--- src/rtl/circuito_jogo_param_if.sv ---
// Player, sequence-memory and status signals of the progressive memory game.
interface circuito_jogo_param_if #(
    parameter int N_CHAVES     = 4,
    parameter int PROFUNDIDADE = 16
);
    localparam int AW = $clog2(PROFUNDIDADE);

    logic                iniciar;
    logic [N_CHAVES-1:0] chaves;
    logic                nivel;
    logic                mem_we;
    logic [AW-1:0]       mem_addr;
    logic [N_CHAVES-1:0] mem_dado;
    logic                acertou;
    logic                errou;
    logic                timeout;
    logic                pronto;
    logic [N_CHAVES-1:0] leds;
    logic [3:0]          db_estado;
    logic [AW-1:0]       db_rodada;
    logic [AW-1:0]       db_jogada;

    modport master (
        output iniciar, chaves, nivel, mem_we, mem_addr, mem_dado,
        input  acertou, errou, timeout, pronto, leds, db_estado, db_rodada, db_jogada
    );

    modport slave (
        input  iniciar, chaves, nivel, mem_we, mem_addr, mem_dado,
        output acertou, errou, timeout, pronto, leds, db_estado, db_rodada, db_jogada
    );
endinterface

--- src/rtl/circuito_jogo_param.sv ---
// Progressive memory game: in round r the player repeats sequence entries 0..r,
// with a per-move time limit and a sequence memory writable only between games.
module circuito_jogo_param #(
    parameter int N_CHAVES     = 4,
    parameter int PROFUNDIDADE = 16,
    parameter int TIMEOUT      = 5000
) (
    input  logic                 clock,
    input  logic                 reset,
    circuito_jogo_param_if.slave bus
);
    localparam int AW = $clog2(PROFUNDIDADE);
    localparam int CW = $clog2(TIMEOUT);
    localparam logic [AW-1:0] ULTIMA_CHEIA = AW'(PROFUNDIDADE - 1);
    localparam logic [AW-1:0] ULTIMA_CURTA = AW'(PROFUNDIDADE / 2 - 1);
    localparam logic [CW-1:0] TEMPO_MAX    = CW'(TIMEOUT - 1);

    typedef enum logic [3:0] {
        INICIAL     = 4'h0,
        PREPARA     = 4'h1,
        ESPERA      = 4'h2,
        REGISTRA    = 4'h3,
        COMPARA     = 4'h4,
        PROX_JOGADA = 4'h5,
        PROX_RODADA = 4'h6,
        FIM_ACERTO  = 4'hA,
        FIM_TIMEOUT = 4'hD,
        FIM_ERRO    = 4'hE
    } estado_t;

    estado_t             estado_q, estado_d;
    logic [AW-1:0]       rodada_q, rodada_d;
    logic [AW-1:0]       jogada_q, jogada_d;
    logic [CW-1:0]       tempo_q, tempo_d;
    logic [N_CHAVES-1:0] leds_q, leds_d;
    logic                nivel_q, nivel_d;
    logic [N_CHAVES-1:0] chaves_ant_q;
    logic [N_CHAVES-1:0] mem [PROFUNDIDADE];

    logic jogada_feita;
    logic ultima_rodada;
    logic acerto;
    logic pode_gravar;

    // Edge detect on the button bus: a held button produces a single move.
    assign jogada_feita  = (bus.chaves != '0) && (chaves_ant_q == '0);
    assign ultima_rodada = (rodada_q == (nivel_q ? ULTIMA_CHEIA : ULTIMA_CURTA));
    assign acerto        = (leds_q != '0)
                        && ((leds_q & (leds_q - N_CHAVES'(1))) == '0)
                        && (leds_q == mem[jogada_q]);
    assign pode_gravar   = (estado_q == INICIAL) || (estado_q == FIM_ACERTO)
                        || (estado_q == FIM_ERRO) || (estado_q == FIM_TIMEOUT);

    always_comb begin
        estado_d = estado_q;
        rodada_d = rodada_q;
        jogada_d = jogada_q;
        leds_d   = leds_q;
        nivel_d  = nivel_q;
        tempo_d  = '0;
        case (estado_q)
            INICIAL: if (bus.iniciar) estado_d = PREPARA;
            PREPARA: begin
                rodada_d = '0;
                jogada_d = '0;
                leds_d   = '0;
                nivel_d  = bus.nivel;
                estado_d = ESPERA;
            end
            ESPERA: begin
                if (jogada_feita) begin
                    leds_d   = bus.chaves;
                    estado_d = REGISTRA;
                end else if (tempo_q == TEMPO_MAX) begin
                    estado_d = FIM_TIMEOUT;
                end else begin
                    tempo_d = tempo_q + CW'(1);
                end
            end
            REGISTRA: estado_d = COMPARA;
            COMPARA: begin
                if (!acerto)                 estado_d = FIM_ERRO;
                else if (jogada_q < rodada_q) estado_d = PROX_JOGADA;
                else if (!ultima_rodada)     estado_d = PROX_RODADA;
                else                         estado_d = FIM_ACERTO;
            end
            PROX_JOGADA: begin
                jogada_d = jogada_q + AW'(1);
                estado_d = ESPERA;
            end
            PROX_RODADA: begin
                rodada_d = rodada_q + AW'(1);
                jogada_d = '0;
                estado_d = ESPERA;
            end
            FIM_ACERTO, FIM_ERRO, FIM_TIMEOUT: if (bus.iniciar) estado_d = PREPARA;
            default: estado_d = INICIAL;
        endcase
    end

    always_ff @(posedge clock) begin
        if (reset) begin
            estado_q     <= INICIAL;
            rodada_q     <= '0;
            jogada_q     <= '0;
            tempo_q      <= '0;
            leds_q       <= '0;
            nivel_q      <= 1'b0;
            chaves_ant_q <= '0;
        end else begin
            estado_q     <= estado_d;
            rodada_q     <= rodada_d;
            jogada_q     <= jogada_d;
            tempo_q      <= tempo_d;
            leds_q       <= leds_d;
            nivel_q      <= nivel_d;
            chaves_ant_q <= bus.chaves;
        end
    end

    // Sequence storage has no reset; writes are accepted only between games.
    always_ff @(posedge clock) begin
        if (!reset && bus.mem_we && pode_gravar) mem[bus.mem_addr] <= bus.mem_dado;
    end

    assign bus.db_estado = estado_q;
    assign bus.db_rodada = rodada_q;
    assign bus.db_jogada = jogada_q;
    assign bus.leds      = leds_q;
    assign bus.acertou   = (estado_q == FIM_ACERTO);
    assign bus.errou     = (estado_q == FIM_ERRO);
    assign bus.timeout   = (estado_q == FIM_TIMEOUT);
    assign bus.pronto    = (estado_q == FIM_ACERTO) || (estado_q == FIM_ERRO)
                        || (estado_q == FIM_TIMEOUT);
endmodule

--- src/flat_wrapper.sv ---
// flat-port wrapper written by rule: the top's interface ports become plain ports
module circuito_jogo_param_flat 
#(
    parameter int N_CHAVES     = 4,
    parameter int PROFUNDIDADE = 16,
    parameter int TIMEOUT      = 5000
)
  (clock, reset, bus_iniciar, bus_chaves, bus_nivel, bus_mem_we, bus_mem_addr, bus_mem_dado, bus_acertou, bus_errou, bus_timeout, bus_pronto, bus_leds, bus_db_estado, bus_db_rodada, bus_db_jogada);
  circuito_jogo_param_if #(.N_CHAVES(N_CHAVES), .PROFUNDIDADE(PROFUNDIDADE)) bus_i ();
  input  logic clock;
  input  logic reset;
  input wire logic [$bits(bus_i.iniciar)-1:0] bus_iniciar;
  input wire logic [$bits(bus_i.chaves)-1:0] bus_chaves;
  input wire logic [$bits(bus_i.nivel)-1:0] bus_nivel;
  input wire logic [$bits(bus_i.mem_we)-1:0] bus_mem_we;
  input wire logic [$bits(bus_i.mem_addr)-1:0] bus_mem_addr;
  input wire logic [$bits(bus_i.mem_dado)-1:0] bus_mem_dado;
  output wire logic [$bits(bus_i.acertou)-1:0] bus_acertou;
  output wire logic [$bits(bus_i.errou)-1:0] bus_errou;
  output wire logic [$bits(bus_i.timeout)-1:0] bus_timeout;
  output wire logic [$bits(bus_i.pronto)-1:0] bus_pronto;
  output wire logic [$bits(bus_i.leds)-1:0] bus_leds;
  output wire logic [$bits(bus_i.db_estado)-1:0] bus_db_estado;
  output wire logic [$bits(bus_i.db_rodada)-1:0] bus_db_rodada;
  output wire logic [$bits(bus_i.db_jogada)-1:0] bus_db_jogada;
  assign bus_i.iniciar = bus_iniciar;
  assign bus_i.chaves = bus_chaves;
  assign bus_i.nivel = bus_nivel;
  assign bus_i.mem_we = bus_mem_we;
  assign bus_i.mem_addr = bus_mem_addr;
  assign bus_i.mem_dado = bus_mem_dado;
  assign bus_acertou = bus_i.acertou;
  assign bus_errou = bus_i.errou;
  assign bus_timeout = bus_i.timeout;
  assign bus_pronto = bus_i.pronto;
  assign bus_leds = bus_i.leds;
  assign bus_db_estado = bus_i.db_estado;
  assign bus_db_rodada = bus_i.db_rodada;
  assign bus_db_jogada = bus_i.db_jogada;
  circuito_jogo_param #(.N_CHAVES(N_CHAVES), .PROFUNDIDADE(PROFUNDIDADE), .TIMEOUT(TIMEOUT)) u_core (.clock(clock), .reset(reset), .bus(bus_i));
endmodule
--- config.mk ---
export PLATFORM = sky130hd
export DESIGN_NAME = circuito_jogo_param_flat
export DESIGN_NICKNAME = d
export VERILOG_FILES = /design/src/rtl/circuito_jogo_param_if.sv /design/src/rtl/circuito_jogo_param.sv /design/src/flat_wrapper.sv
export SDC_FILE = /design/constraint.sdc
export NUM_CORES = 1
export LEC_CHECK = 0
export CORE_UTILIZATION = 50
export CTS_BUF_LIST = sky130_fd_sc_hd__clkbuf_4 sky130_fd_sc_hd__clkbuf_8 sky130_fd_sc_hd__clkbuf_16
export DETAILED_ROUTE_END_ITERATION = 8
export HOLD_SLACK_MARGIN = 0.03
export PLACE_DENSITY = 0.79
export SYNTH_ARGS = -nofsm -noshare
export SYNTH_HDL_FRONTEND = slang
export SYNTH_SLANG_ARGS = --single-unit
--- constraint.sdc ---
create_clock -name clock -period 4.1 [get_ports clock]
set_input_delay 1.23 -clock clock [delete_from_list [all_inputs] [get_ports clock]]
set_output_delay 1.23 -clock clock [all_outputs]
set_load 0.02 [all_outputs]
---- Word level (Yosys, flattened, before mapping) ----
Memory sizes are Yosys's and may differ from the RTL's. A register that Yosys moved wholly into a read port is not among the register bits.
Cells that the tools add are included.
W data, S select, Z words.
word-level totals
  memories kept ........................... 1
  input port bits ......................... 17
  bits in registers ....................... 34
  bits in writable memories ............... 64
  output and inout bits ................... 20
cells by class
  reductions and logical operators ........ 25
  bitwise gates (word level) .............. 2
  equality and inequality tests ........... 15
  add/sub/neg operators ................... 4
  magnitude comparators ................... 1
  mux-type cells .......................... 16
memory list
  memory      words  bits a word  read ports  clocked after Yosys merged registers in  write ports  RTL line                   RTL
  u_core.mem  16     4            1           1                                        1            circuito_jogo_param.sv:38  logic [N_CHAVES-1:0] mem [PROFUNDIDADE];
operators with widths
  operator                 count
  $mux W4                  10
  $pmux W4 S2              3
  $pmux W4 S5              1
  $add A13 B1 Y13 const B  1
  $eq A13 B13 Y1 const B   1
  $eq A4 B3 Y1 const B     3
  $eq A4 B4 Y1 const B     3
  $logic_not A4 Y1         3
  $add A4 B1 Y4 const B    2
  $eq A4 B2 Y1 const B     2
  $eq A4 B4 Y1             2
  $reduce_bool A4 Y1       2
  $reduce_or A4 Y1         2
  $reduce_bool A2 Y1       3
  $logic_and A1 B1 Y1      5
  $logic_or A1 B1 Y1       5
  $and A4 B4 Y4            1
  $eq A4 B1 Y1 const B     1
  $lt A4 B4 Y1             1
  $ne A2 B1 Y1 const B     2
  $reduce_and A2 Y1        2
  $sub A4 B1 Y4 const B    1
  $ne A3 B1 Y1 const B     1
  $reduce_or A3 Y1         1
  other kinds (4)          5

---- Longest topological paths before layout ----
Gate-level depths: netlist of run 1.
  depth after elaboration ................. 7
  depth in mapped cells ................... 8

---- Worst setup path before layout of run 1 ----
OpenSTA, ideal clock, no wires.
  path kind ............................... input -> register
  start ................................... input port bus_chaves[0]
  end ..................................... register u_core.leds_q[2], in the netlist u_core.bus.leds[2]
  setup slack ............................. 1543 ps
  arrival ................................. 2492 ps
  library setup time ...................... 65 ps
  data required time ...................... 4035 ps
  cell stages on the path ................. 6
  cells stage by stage .................... nor4_1 or2_2 nor3_1 o21ai_1 mux2_2 nor2_1
between the ends
  longest elaborated chain between the ends .. 4
RTL lines
  element                      RTL line                    RTL
  start, declared              flat_wrapper.sv:13          input wire logic [$bits(bus_i.chaves)-1:0] bus_chaves;
  $reduce_bool A4 Y1           circuito_jogo_param.sv:46   assign jogada_feita = (bus.chaves != '0) && (chaves_ant_q == '0);
  $logic_and A1 B1 Y1          circuito_jogo_param.sv:46
  $ne A2 B1 Y1 (no line)       --
  $reduce_and A2 Y1 (no line)  --
  end signal, assigned         circuito_jogo_param.sv:115  leds_q <= leds_d;
  end, declared                circuito_jogo_param.sv:35   logic [N_CHAVES-1:0] leds_q, leds_d;
Every way passes these cells.
A chain may end at the register's enable or synchronous reset.

---- Worst setup path in the final report of run 1 ----
  start ................................... register u_core.estado_q[0], in the netlist u_core.bus.db_estado[0]
  end ..................................... output port bus_timeout
between the ends
  longest elaborated chain between the ends .. 1
RTL lines
  element                 RTL line                    RTL
  start, declared         circuito_jogo_param.sv:31   estado_t estado_q, estado_d;
  start signal, assigned  circuito_jogo_param.sv:111  estado_q <= estado_d;
  $eq A4 B4 Y1            circuito_jogo_param.sv:132  assign bus.timeout = (estado_q == FIM_TIMEOUT);
  end, declared           flat_wrapper.sv:20          output wire logic [$bits(bus_i.timeout)-1:0] bus_timeout;
Every way passes these cells.

==> impl_metrics.tcl, run 1 <==
set metrics [dict create \
    grt_max_degree 22 \
    yosysMostFrequentCell "edfxtp_1" \
    multi_input_area_mm2 0.00177 \
    syn_area_per_cell_um2 12.5 \
    syn_nets 388 \
    ys.flop_type "edfxtp_1" \
    peakVddDrop_v 0.000224 \
    reg2reg_from "u_core.bus.db_estado[0]" \
    ys_seq_area_share_pct 58.9 \
    critPathMaxFanout 13 \
    ys_warn_count 0 \
    p_per_area_mw_per_mm2 431 \
    dp_hpwl_mm 6.49 \
    postCtsHoldBufs 0 \
    fmax_mhz 288 \
    grt_pass1_vias 2953 \
    start_util_pct 52.0 \
    num_vias 2998 \
    hp-class "reg -> reg" \
    critPathRequiredTime_ns 2.87 \
    hold_viol_final 0 \
    drc_errors 0 \
    worstMarginPinSlew_ns 0.783 \
    first_pass_iters 5 \
    dp.cells 497 \
    cts_root_buf "clkbuf_8" \
    avgViaCountPerCell 5.84 \
    drive_gt1_share_pct 10.4 \
    crit_cells 3 \
    wl_per_cell_um 17.5 \
    final.period_utilization_pct 84.8 \
    stdcell_count 513 \
    clock_sinks 102 \
    post_cts_resize_count 0 \
    max_cap_violations 0 \
    path_clk_slew_ns 0.11 \
    fin_ws_ns 0.624 \
    reg2reg_depth 6 \
    row_count 34 \
    end_kind "output pin" \
    clkLatencyLatePin_ns 0.37 \
    cts_buffers 9 \
    yosys-top-cells-count "edfxtp_1, nor2_1, dfxtp_1" \
    grt-ovfl-total 0 \
    n_antenna_cell 0 \
    cts_setup_buffers 0 \
    die_x_um 97.4 \
    io_buffers 36 \
    slew_headroom_pct 47.7 \
    ios 37 \
    coreArea_mm2 0.00876 \
    grt_use_total_pct 20.1 \
    htreeDepth 3 \
    synth_edf_count 64 \
    yosysTopAreaCellShare_pct 42.2 \
    drv_slew 0 \
    tns_ns 0 \
    cp.arrival_ns 2.25 \
    routed_wl_mm 8.97 \
    cts_tree "built" \
    path_cells "nor2b_1, and3_1, clkdlybuf4s50_1" \
    slowest_stage "clkdlybuf4s50_1" \
    seq_area_mm2 0.00268 \
    ys_types 58 \
    synth_area_mm2 0.00455 \
    r2r-end "u_core.mem[2][1]" \
    nets 423 \
    antenna_found_initial 0 \
    synthCells 365 \
    path_buf_inv 1 \
    die_h_um 97.4 \
    rsz0062_at_grt "false" \
    clk_path_buf_depth 2 \
    syn2layout_area_growth_pct 14.4 \
    ys_async_sr_fraction_pct 0 \
    reg2reg_slack_ns 1.33 \
    synth_area_leader_cell "edfxtp_1" \
    finalWeightedCongestion 0.821 \
    pre_cts_ws_ns 0.790 \
    die_area_mm2 0.00949 \
    skew_ns 0.0168 \
    synth-seq-cells 102 \
    min_period_ns 3.48 \
    path_class "reg -> out" \
    status "finished, final reports clean" \
    crit_start "u_core.bus.db_estado[0]" \
    grt_first_pass_wirelength_mm 14.8 \
    startpoint_type "flop" \
    ant_nets 0 \
    p_leak_uw 0.00167 \
    fillers 701 \
    slowest_delay_ns 0.63 \
    cp-endpoint "bus_timeout" \
    setup_violations 0 \
    critical-path-top-delay-family "simple AND/OR/NAND/NOR gates" \
    drt_iter0_drc 153 \
    ys_top_cells_by_area "edfxtp_1, dfxtp_1, nor2_1, mux4_2, mux4_1" \
]
-- flip-flops by register name (all words and copies together), names as in the netlist, named ones only --
| signal | flops |
|---|---|
| u_core.bus.leds | 4 |
| u_core.bus.db_rodada | 4 |
| u_core.chaves_ant_q | 4 |
| u_core.bus.db_estado | 4 |
| u_core.nivel_q | 1 |
| u_core.bus.db_jogada | 4 |
| u_core.mem | 64 |
| u_core.tempo_q | 13 |
-- worst min-delay path by stage --
stage	slack, ns	startpoint	end	cells after the start
floorplan	0.42	u_core.tempo_q[0]	u_core.tempo_q[0]	1
global placement	0.43	u_core.tempo_q[0]	u_core.tempo_q[0]	1
detailed placement	0.44	u_core.tempo_q[0]	u_core.tempo_q[0]	1
CTS	0.46	u_core.tempo_q[0]	u_core.tempo_q[0]	1
global route	0.48	u_core.tempo_q[0]	u_core.tempo_q[0]	1
finish	0.46	u_core.tempo_q[0]	u_core.tempo_q[0]	1
-- worst register-to-register path, delay by kind of cell, from the launching register on --
kind | cells | cell delay (ns)
AND/OR/NAND/NOR | 6 | 1.85
flip-flops | 1 | 0.59
-- layer usage --
metal  track usage [%]  part of all wire [%]  vias to the layer above
met3              4.46                   5.5                        7
met5                 0                     0                        -
met2              32.8                    49                       95
met4              5.32                  0.68                        0
li1                  -                     -                     1441
met1              27.3                    45                     1455
-- cells in the final DEF (no fill, tap or decap), types with 7 or more instances in the layout --
cell type / instances
mux4_2: 8
nand2_1: 20
xnor2_1: 8
mux2_2: 7
nand3_1: 7
clkdlybuf4s50_1: 36
clkbuf_8: 9
a21oi_1: 10
dfxtp_1: 38
nor2_1: 57
nor3_1: 12
nand2b_1: 8
edfxtp_1: 64
inv_1: 9
xor2_1: 8
nor2b_1: 11
-- cell type report --
cell class	count	area share [%]
sequential	102	51.5
multi-input combinational	240	34.1
timing repair buffer	38	7.20
tap	108	2.59
clock buffer	9	2.38
clock inverter	7	1.63
inverter	9	0.648
-- cell families (layout without fill, tap and decap cells) --
family	count (synthesis)	after routing	synth area share [%]
XOR/XNOR	16	16	3.08
AO/OA/AOI/OAI	52	52	8.63
flip-flops	102	102	58.9
AND/OR/NAND/NOR	140	140	15.4
buffers and inverters	23	63	2.14
adder cells (fa/ha/maj)	6	6	1.65
multiplexers	26	26	10.2
-- power breakdown --
part	internal, uW	leakage (uW)	total [uW]	switching, uW
Combinational	181	0.000688	422	241
Sequential	1130	0.000884	1190	66.6
Clock	245	0.000100	629	384
-- per-stage QoR --
step / area [um2] / total power [uW] / hold WS, ns / utilization (%)
after floorplan: 4550 / 1490 / 0.418 / -
after global placement: 5000 / 1620 / 0.426 / 57.1
after detailed placement: 5000 / 1630 / 0.435 / 57.1
after CTS: 5210 / 2250 / 0.458 / 59.5
after global routing: 5210 / 2350 / 0.484 / 59.5
final: 5210 / 2240 / 0.456 / 59.5
Note: power is estimated with default switching activity, not from simulation.
==> run 2: changes to the inputs <==
--- a/config.mk
+++ b/config.mk
@@ -9,7 +9,7 @@
 export CTS_BUF_LIST = sky130_fd_sc_hd__clkbuf_4 sky130_fd_sc_hd__clkbuf_8 sky130_fd_sc_hd__clkbuf_16
 export DETAILED_ROUTE_END_ITERATION = 8
 export HOLD_SLACK_MARGIN = 0.03
-export PLACE_DENSITY = 0.79
+export PLACE_DENSITY = 0.82
 export SYNTH_ARGS = -nofsm -noshare
 export SYNTH_HDL_FRONTEND = slang
 export SYNTH_SLANG_ARGS = --single-unit
==> constraint.sdc (replaced) <==
create_clock -name clock -period 2.81 [get_ports clock]
set_input_delay 0.843 -clock clock [delete_from_list [all_inputs] [get_ports clock]]
set_output_delay 0.843 -clock clock [all_outputs]
set_load 0.02 [all_outputs]
==> run 2 against run 1 <==
Net effect:
- first-iteration DRC count decreased by 7.8%
- die area unchanged
- routed wire length decreased by 0.95%
- critical path type unchanged
- highest routed layer unchanged
- setup slack got worse by 0.52 ns
- critical endpoint unchanged
- hold slack improved by 0.0038 ns
- critical path depth unchanged
==> impl_metrics.tcl, run 2 (same netlist as run 1, synthesis figures left out) <==
set metrics [dict create \
    status "finished, final reports clean" \
    grt_pass1_vias 2978 \
    largest_register "u_core.mem" \
    routed_wl_mm 8.88 \
    netSwitchingFraction_pct 30.1 \
    tns_ns 0 \
    drc_errors 0 \
    critPathMaxFanout 9 \
    path_cells "nor2b_2, and3_1, clkdlybuf4s50_1" \
    slew_headroom_pct 54.9 \
    start_util_pct 52.0 \
    end_kind "output pin" \
    grt_max_degree 21 \
    fillers 707 \
    reg_top3 "u_core.mem x64, u_core.tempo_q x13" \
    slowest_stage "clkdlybuf4s50_1" \
    first_pass_iters 4 \
    p_leak_uw 0.00178 \
    path_clk_slew_ns 0.10 \
    nets 434 \
    drv_slew 0 \
    cts_root_buf "clkbuf_8" \
    p_clk_share_pct 26.4 \
    comb_power_share_pct 20.6 \
    layout_common_cells "edfxtp_1, nor2_1, dfxtp_1" \
    min_period_ns 2.71 \
    die_h_um 97.4 \
    critPathRequiredTime_ns 1.97 \
    hp-class "reg -> reg" \
    finalWeightedCongestion 0.815 \
    fmax_mhz 369 \
    slowest_delay_ns 0.63 \
    cts_setup_buffers 0 \
    syn2layout_area_growth_pct 16.4 \
    largest_reg_flops 64 \
    reg2reg_depth 7 \
    p_int_uw 2270 \
    clock_sinks 102 \
    grt_use_total_pct 19.9 \
    antenna_found_initial 0 \
    startpoint_type "flop" \
    hold_viol_final 0 \
    ant_nets 0 \
    worstMarginPinSlew_ns 0.671 \
    coreArea_mm2 0.00876 \
    cp.arrival_ns 1.86 \
    crit_start "u_core.bus.db_estado[1]" \
    r2r-end "u_core.bus.db_estado[1]" \
    clkLatencyLatePin_ns 0.36 \
    reg2reg_slack_ns 0.17 \
    n_antenna_cell 0 \
    fin_hold_ws_ns 0.460 \
    setup_violations 0 \
    hp-start "u_core.tempo_q[0]" \
    die_x_um 97.4 \
    wl_per_cell_um 17.0 \
    peakVddDrop_v 0.000399 \
    drt_iter0_drc 141 \
    grt_first_pass_wirelength_mm 14.7 \
    p_per_area_mw_per_mm2 613 \
    ios 37 \
    drive_gt1_share_pct 13.7 \
    critical-path-top-delay-family "buffers and inverters" \
    die_area_mm2 0.00949 \
    p_sw_uw 977 \
    path_class "reg -> out" \
    skew_ns 0.0146 \
    final_common_cell "edfxtp_1" \
    num_vias 3039 \
    io_buffers 36 \
    clk_path_buf_depth 2 \
    grt-ovfl-total 0 \
    final.period_utilization_pct 96.3 \
    sequentialPowerShare_pct 53.0 \
    row_count 34 \
    path_buf_inv 1 \
    dp_hpwl_mm 6.42 \
    avgViaCountPerCell 5.80 \
    hold_path_depth 1 \
    cts_tree "built" \
    cts_buffers 9 \
    postCtsHoldBufs 0 \
    whs_endpoint "u_core.tempo_q[0]" \
    max_cap_violations 0 \
    htreeDepth 3 \
]
[run 2: cell types whose count changed in the layout (fill, tap and decap cells not counted), sizes merged]
cell / before / now
dlymetal6s2s: 0 / 3
inv: 11 / 12
buf: 2 / 13
clkinv: 4 / 2
clkbuf: 9 / 10
clkdlybuf4s50: 36 / 33
[run 2: area by class of cell]
class | count | area (um2) | area share [%]
clock inverter | 6 | 53.8 | 1.01
clock buffer | 10 | 131 | 2.48
sequential | 102 | 2690 | 50.6
tap | 108 | 135 | 2.55
timing repair buffer | 49 | 478 | 9.02
inverter | 9 | 33.8 | 0.637
multi-input combinational | 240 | 1780 | 33.7
[run 2: repair_timing]
action	in CTS	in global routing
resized for setup	3	5
setup endpoints to repair	4	4
pin swaps	0	0
[run 2: power by group through the flow]
stage / sequential, uW / combinational (uW) / clock, uW
after floorplan: 1750 / 425 / 0
after global placement: 1750 / 633 / 0
after detailed placement: 1750 / 651 / 0
after CTS: 1720 / 660 / 874
after global routing: 1730 / 738 / 941
final: 1720 / 670 / 859
[run 2: how the worst max path moves through the flow]
stage / end / slack (ns) / cells past startpoint
detailed placement: u_core.bus.leds[2] / 0.08 / 8
CTS: bus_pronto / 0.04 / 5
global route: bus_timeout / -0.0002 / 3
global placement: u_core.bus.leds[3] / 0.14 / 8
finish: bus_timeout / 0.10 / 3
floorplan: u_core.mem[0][0] / 0.33 / 7
[run 2: metal layers]
layer  up-vias  track usage [%]  share of wire (%)
met5         -                0                  0
met4         0             5.77                1.1
met3        11             4.39                4.7
met2        78             33.9                 50
met1      1489             25.5                 44
li1       1461                -                  -
[run 2: through the flow]
step                      instance area [um2]  power [uW]  setup WS [ns]  std cells  util [%]
after CTS                                5290        3250         0.0422        524      60.3
final                                    5300        3250          0.103        524      60.5
after global routing                     5300        3410      -0.000196        524      60.5
after floorplan                          4550        2170          0.332        365         -
after detailed placement                 5100        2400         0.0823        508      58.2
after global placement                   5100        2380          0.137        508      58.2
==> run 3: changes to the inputs <==
--- a/config.mk
+++ b/config.mk
@@ -5,11 +5,12 @@
 export SDC_FILE = /design/constraint.sdc
 export NUM_CORES = 1
 export LEC_CHECK = 0
-export CORE_UTILIZATION = 50
+export CORE_UTILIZATION = 45
 export CTS_BUF_LIST = sky130_fd_sc_hd__clkbuf_4 sky130_fd_sc_hd__clkbuf_8 sky130_fd_sc_hd__clkbuf_16
 export DETAILED_ROUTE_END_ITERATION = 8
 export HOLD_SLACK_MARGIN = 0.03
-export PLACE_DENSITY = 0.82
+export PLACE_DENSITY = 0.72
+export RECOVER_POWER = 100
 export SYNTH_ARGS = -nofsm -noshare
 export SYNTH_HDL_FRONTEND = slang
 export SYNTH_SLANG_ARGS = --single-unit
==> run 3 against run 2 <==
Net effect:
- register-to-register slack worse by 0.02 ns
- routed wire length increased by 1.7%
- flip-flop and latch count stayed put
- setup slack improved by 0.040 ns
- non-clock buffer count grew 2
- count of clock-buffer cells in the layout shrank 1
- die area rose by 11%
- hold slack better by 0.00099 ns
- via count down 0.56%
- critical endpoint is now bus_acertou
- largest cell class unchanged
==> impl_metrics.tcl, run 3 (same netlist as run 1, synthesis figures left out) <==
set metrics [dict create \
    status "finished, final reports clean" \
    clock_sinks 102 \
    rsz0062_at_grt "false" \
    clk_path_buf_depth 2 \
    finalWeightedCongestion 0.894 \
    cts_root_buf "clkbuf_8" \
    fmax_mhz 375 \
    cts_tree "built" \
    crit_start "u_core.bus.db_estado[1]" \
    die_area_mm2 0.0105 \
    clkLatencyLatePin_ns 0.36 \
    syn2layout_area_growth_pct 16.3 \
    avgViaCountPerCell 5.48 \
    layout_common_cells "edfxtp_1, nor2_1, dfxtp_1" \
    htreeDepth 3 \
    largest_reg_flops 64 \
    setup_violations 0 \
    grt_use_total_pct 18.4 \
    io_buffers 36 \
    hold_viol_final 0 \
    drv_slew 0 \
    worstMarginPinSlew_ns 0.912 \
    fin_hold_ws_ns 0.461 \
    row_count 36 \
    startpoint_type "flop" \
    drive_gt1_share_pct 11.7 \
    tns_ns 0 \
    final.period_utilization_pct 94.9 \
    max_cap_violations 0 \
    antenna_found_initial 0 \
    start_util_pct 46.6 \
    skew_ns 0.0106 \
    first_pass_iters 5 \
    critPathRequiredTime_ns 1.97 \
    p_per_area_mw_per_mm2 628 \
    path_clk_slew_ns 0.10 \
    min_period_ns 2.67 \
    hp-class "reg -> reg" \
    die_x_um 103 \
    peakVddDrop_v 0.000270 \
    slew_headroom_pct 39.2 \
    p_leak_uw 0.00176 \
    die_h_um 103 \
    cts_buffers 9 \
    hp-start "u_core.tempo_q[0]" \
    ios 37 \
    wl_per_cell_um 16.4 \
    num_vias 3022 \
    n_antenna_cell 0 \
    coreArea_mm2 0.00977 \
    critPathMaxFanout 9 \
    grt_pass1_vias 2957 \
    nets 436 \
    path_class "reg -> out" \
    ant_nets 0 \
    largest_register "u_core.mem" \
    dp_hpwl_mm 6.49 \
    grt_first_pass_wirelength_mm 14.4 \
    end_kind "output pin" \
    drt_iter0_drc 150 \
    routed_wl_mm 9.04 \
    final_common_cell "edfxtp_1" \
    drc_errors 0 \
    postCtsHoldBufs 0 \
    reg_top3 "u_core.mem x64, u_core.tempo_q x13" \
    cp.arrival_ns 1.82 \
    grt_max_degree 21 \
    grt-ovfl-total 0 \
]
run 3: cell count changes in the layout (fill, tap and decap cells not counted), sizes merged:
cell           change
bufinv             +1
clkinv             +1
dlymetal6s2s       -3
clkdlybuf4s50     -21
clkinvlp           -1
clkbuf            +11
dlygate4sd3       +21
buf                -7
run 3: layout make-up:
cell class	instances	area [um2]
multi-input combinational	240	1770
timing repair buffer	51	433
sequential	102	2680
clock buffer	9	124
tap	133	166
clock inverter	7	87.6
inverter	9	33.8
fill	865	4480
run 3: power breakdown:
group / switching, uW / total [uW] / internal (uW)
clock network: 525 / 957 / 432
registers: 68.8 / 1710 / 1640
logic: 392 / 661 / 269
total: 985 / 3330 / 2340
run 3: routing by layer:
| layer | vias up | GRT usage, % | wire [um] |
|---|---|---|---|
| met5 | - | 0 | 0 |
| met4 | 0 | 5.60 | 125 |
| met1 | 1468 | 22.9 | 4140 |
| met2 | 75 | 32.1 | 4330 |
| met3 | 12 | 4.14 | 435 |
| li1 | 1467 | - | - |
run 3: repair_timing:
item | CTS | global route
buffers inserted | 0 | 0
resized for setup | 3 | 3
setup endpoints to repair | 4 | 3
run 3: final timing paths:
kind / to / slack [ns] / depth (start not counted)
worst min register to register: u_core.tempo_q[0] / 0.46 / 1
worst max register to register: u_core.bus.db_estado[1] / 0.15 / 7
worst min-delay path: u_core.tempo_q[0] / 0.46 / 1
worst max-delay path: bus_acertou / 0.14 / 5
run 3: per-stage QoR:
stage / instance area (um2) / cells / utilization [%] / total power, uW / setup slack (ns)
2_1_floorplan: 4550 / 365 / - / 2170 / 0.332
3_3_place_gp: 5140 / 535 / 52.6 / 2410 / 0.0839
3_5_place_dp: 5140 / 535 / 52.6 / 2420 / 0.0146
4_1_cts: 5360 / 551 / 54.8 / 3380 / 0.0958
5_1_grt: 5300 / 551 / 54.2 / 3490 / 0.0119
6_report: 5300 / 551 / 54.2 / 3330 / 0.143
run 3: worst max-delay path, cell delays in order, from the launching register on:
cell and delay (ns):
dfxtp_2 0.43, inv_1 0.09, nor2_2 0.17, nand2_1 0.07, nor2_1 0.09, clkdlybuf4s50_1 0.60
==> patch (settings of run 2) <==
`TIMEOUT` is set to 5000 in 2 places; all go to 10000.
--- a/src/rtl/circuito_jogo_param.sv
+++ b/src/rtl/circuito_jogo_param.sv
@@ -4,5 +4,5 @@
     parameter int N_CHAVES     = 4,
     parameter int PROFUNDIDADE = 16,
-    parameter int TIMEOUT      = 5000
+    parameter int TIMEOUT      = 10000
 ) (
     input  logic                 clock,
--- a/src/flat_wrapper.sv
+++ b/src/flat_wrapper.sv
@@ -4,5 +4,5 @@
     parameter int N_CHAVES     = 4,
     parameter int PROFUNDIDADE = 16,
-    parameter int TIMEOUT      = 5000
+    parameter int TIMEOUT      = 10000
 )
   (clock, reset, bus_iniciar, bus_chaves, bus_nivel, bus_mem_we, bus_mem_addr, bus_mem_dado, bus_acertou, bus_errou, bus_timeout, bus_pronto, bus_leds, bus_db_estado, bus_db_rodada, bus_db_jogada);
Behaviour: no difference found for any inputs over 10 cycles, from zero or initial values and one cycle with reset high; that may be too few to reach the edited logic, so the function may still have changed.
==> patch against run 2 <==
The flow now finishes with violations (DRC); total power decreased by 0.49%; setup slack worse by 0.0040 ns; count of clock-buffer cells in the layout decreased by 1; wire length down 2.6%; synthesized area shrank 1.6%; design area is 0.17% lower; sequential cell count grew 1.
==> patch: results (changes against run 2) <==
multiplexer share of the synthesized area=10.0% (-0.23 points); first-pass GRT wire length=14.7 mm (-0.42%); drt pass-1 iters=6 (+2); Peak supply drop=0.434 mV (+8.7%); Inserted Diodes=0 (unchanged); Top Registers=u_core.mem x64, u_core.tempo_q x14; Post-Synth XOR/XNOR Area=3.71% (+0.64 points); Final nets=443 (+2.1%); DP HPWL=6.20 mm (-3.3%); R2R depth=9 (+2); max incr delay on CP=0.64 ns; Max Buffers Root-to-Sink=2 (unchanged); DRC violations left=1 (+1); worst-path fanout max=12 (+3); violated checks=DRC; sequential fraction of the synthesis area=60.3% (+1.4 points); CTS buffer count=9 (unchanged); CTS clk-pin slew, worst paths=0.10 ns (about the same); Max H-tree Level=3 (unchanged); GRT Total Usage=19.8% (-0.11 points); Fin Clk Skew=0.0141 ns (-0.000542 ns); Leak=1.76 nW (-1.3%); Setup-failing EPs final=0 (unchanged); Synth Area in Adders=1.67% (+0.026 points); post-synthesis async set-or-reset flop share=0% (unchanged); Min-Delay Path Class=reg2reg; Slew HR=59.6% (+4.7 points); Hold Crit Depth=1 (unchanged); initial antenna violation count=0 (unchanged); later-pin clock latency in the skew report=0.36 ns (about the same); via count=2968 (-2.3%); CP Class=reg2out; R2R setup slack=0.16 ns; Area after DPL=5090 sq um (-0.12%); Starting DRT DRC Count=111 (-21%); Crit Reg-Reg Endpoint=u_core.mem[1][2]; Post-synth top cells=edfxtp_1, nor2_1, dfxtp_1; fmax=369 MHz (-0.15%); global placer's final weighted congestion=0.833 (+2.2%); Area contributors post-synth=edfxtp_1, dfxtp_1, mux2i_1; Placement Setup Slack=-0.200 ns (-0.283 ns); largest net degree at the start of global routing=19 (-9.5%); post-synth net total=387 (-0.26%); post-synthesis cell type count=47 (-19%); slowest CP cell=clkdlybuf4s50_1; FF-to-FF Start=u_core.bus.db_estado[2]; Synth Warn #=0 (unchanged); WL/cell=16.2 um (-4.2%); status=finished, violations left; compound-gate portion of the synthesized area=6.87% (-1.8 points); share of layout cells above drive strength 1=13.2% (-0.53 points)
[patch: layout make-up]
type / instances / area (sq um)
clock buffer: 9 / 124
clock inverter: 7 / 76.3
fill: 673 / 3430
inverter: 8 / 30.0
multi-input combinational: 236 / 1670
sequential: 103 / 2710
tap: 108 / 135
timing repair buffer: 62 / 556
[patch: logic make-up after synthesis]
family	Yosys count
AND/OR/NAND/NOR	132
flip-flops	103
AO/OA/AOI/OAI	46
multiplexers	33
buffers and inverters	25
XOR/XNOR	19
adder cells (fa/ha/maj)	6
[patch: metrics by stage]
stage | hold slack, ns | std cells
6_report | 0.484 | 533
3_5_place_dp | 0.457 | 517
2_1_floorplan | 0.430 | 364
5_1_grt | 0.539 | 533
4_1_cts | 0.481 | 533
3_3_place_gp | 0.446 | 517
[patch: critical path: cells and delay by family (launching register included)]
family                 cells  cell delay, ns
buffers and inverters      1            0.64
and+or+nand+nor            2            0.31
DFF                        1            0.58
[patch: per-layer routing]
metal	GRT usage, %	wire [um]	share of wire [%]	vias up
li1	-	-	-	1461
met4	4.94	55	0.64	0
met5	0	0	0	-
met2	33.8	4390	51	61
met3	4.48	309	3.6	6
met1	25.6	3890	45	1440
[patch: worst min-delay path by stage]
stage                            from                end  slack (ns)
global placement    u_core.tempo_q[0]  u_core.tempo_q[0]        0.45
global route        u_core.tempo_q[0]  u_core.tempo_q[0]        0.54
detailed placement  u_core.tempo_q[0]  u_core.tempo_q[0]        0.46
finish              u_core.tempo_q[0]  u_core.tempo_q[0]        0.48
CTS                 u_core.tempo_q[0]  u_core.tempo_q[0]        0.48
floorplan           u_core.tempo_q[0]  u_core.tempo_q[0]        0.43
[patch: where the power goes]
group          leakage [nW]  internal [mW]  total (mW)  switching [mW]
logic                 0.764          0.245       0.556           0.311
registers             0.892           1.66        1.74          0.0841
clock network         0.103          0.422       0.936           0.514
total                  1.76           2.32        3.23           0.909
[patch: repair_timing]
action | 4_1_cts | 5_1_grt
buffers inserted | 0 | 0
gates resized for setup | 0 | 2
setup endpoints to repair | 0 | 12
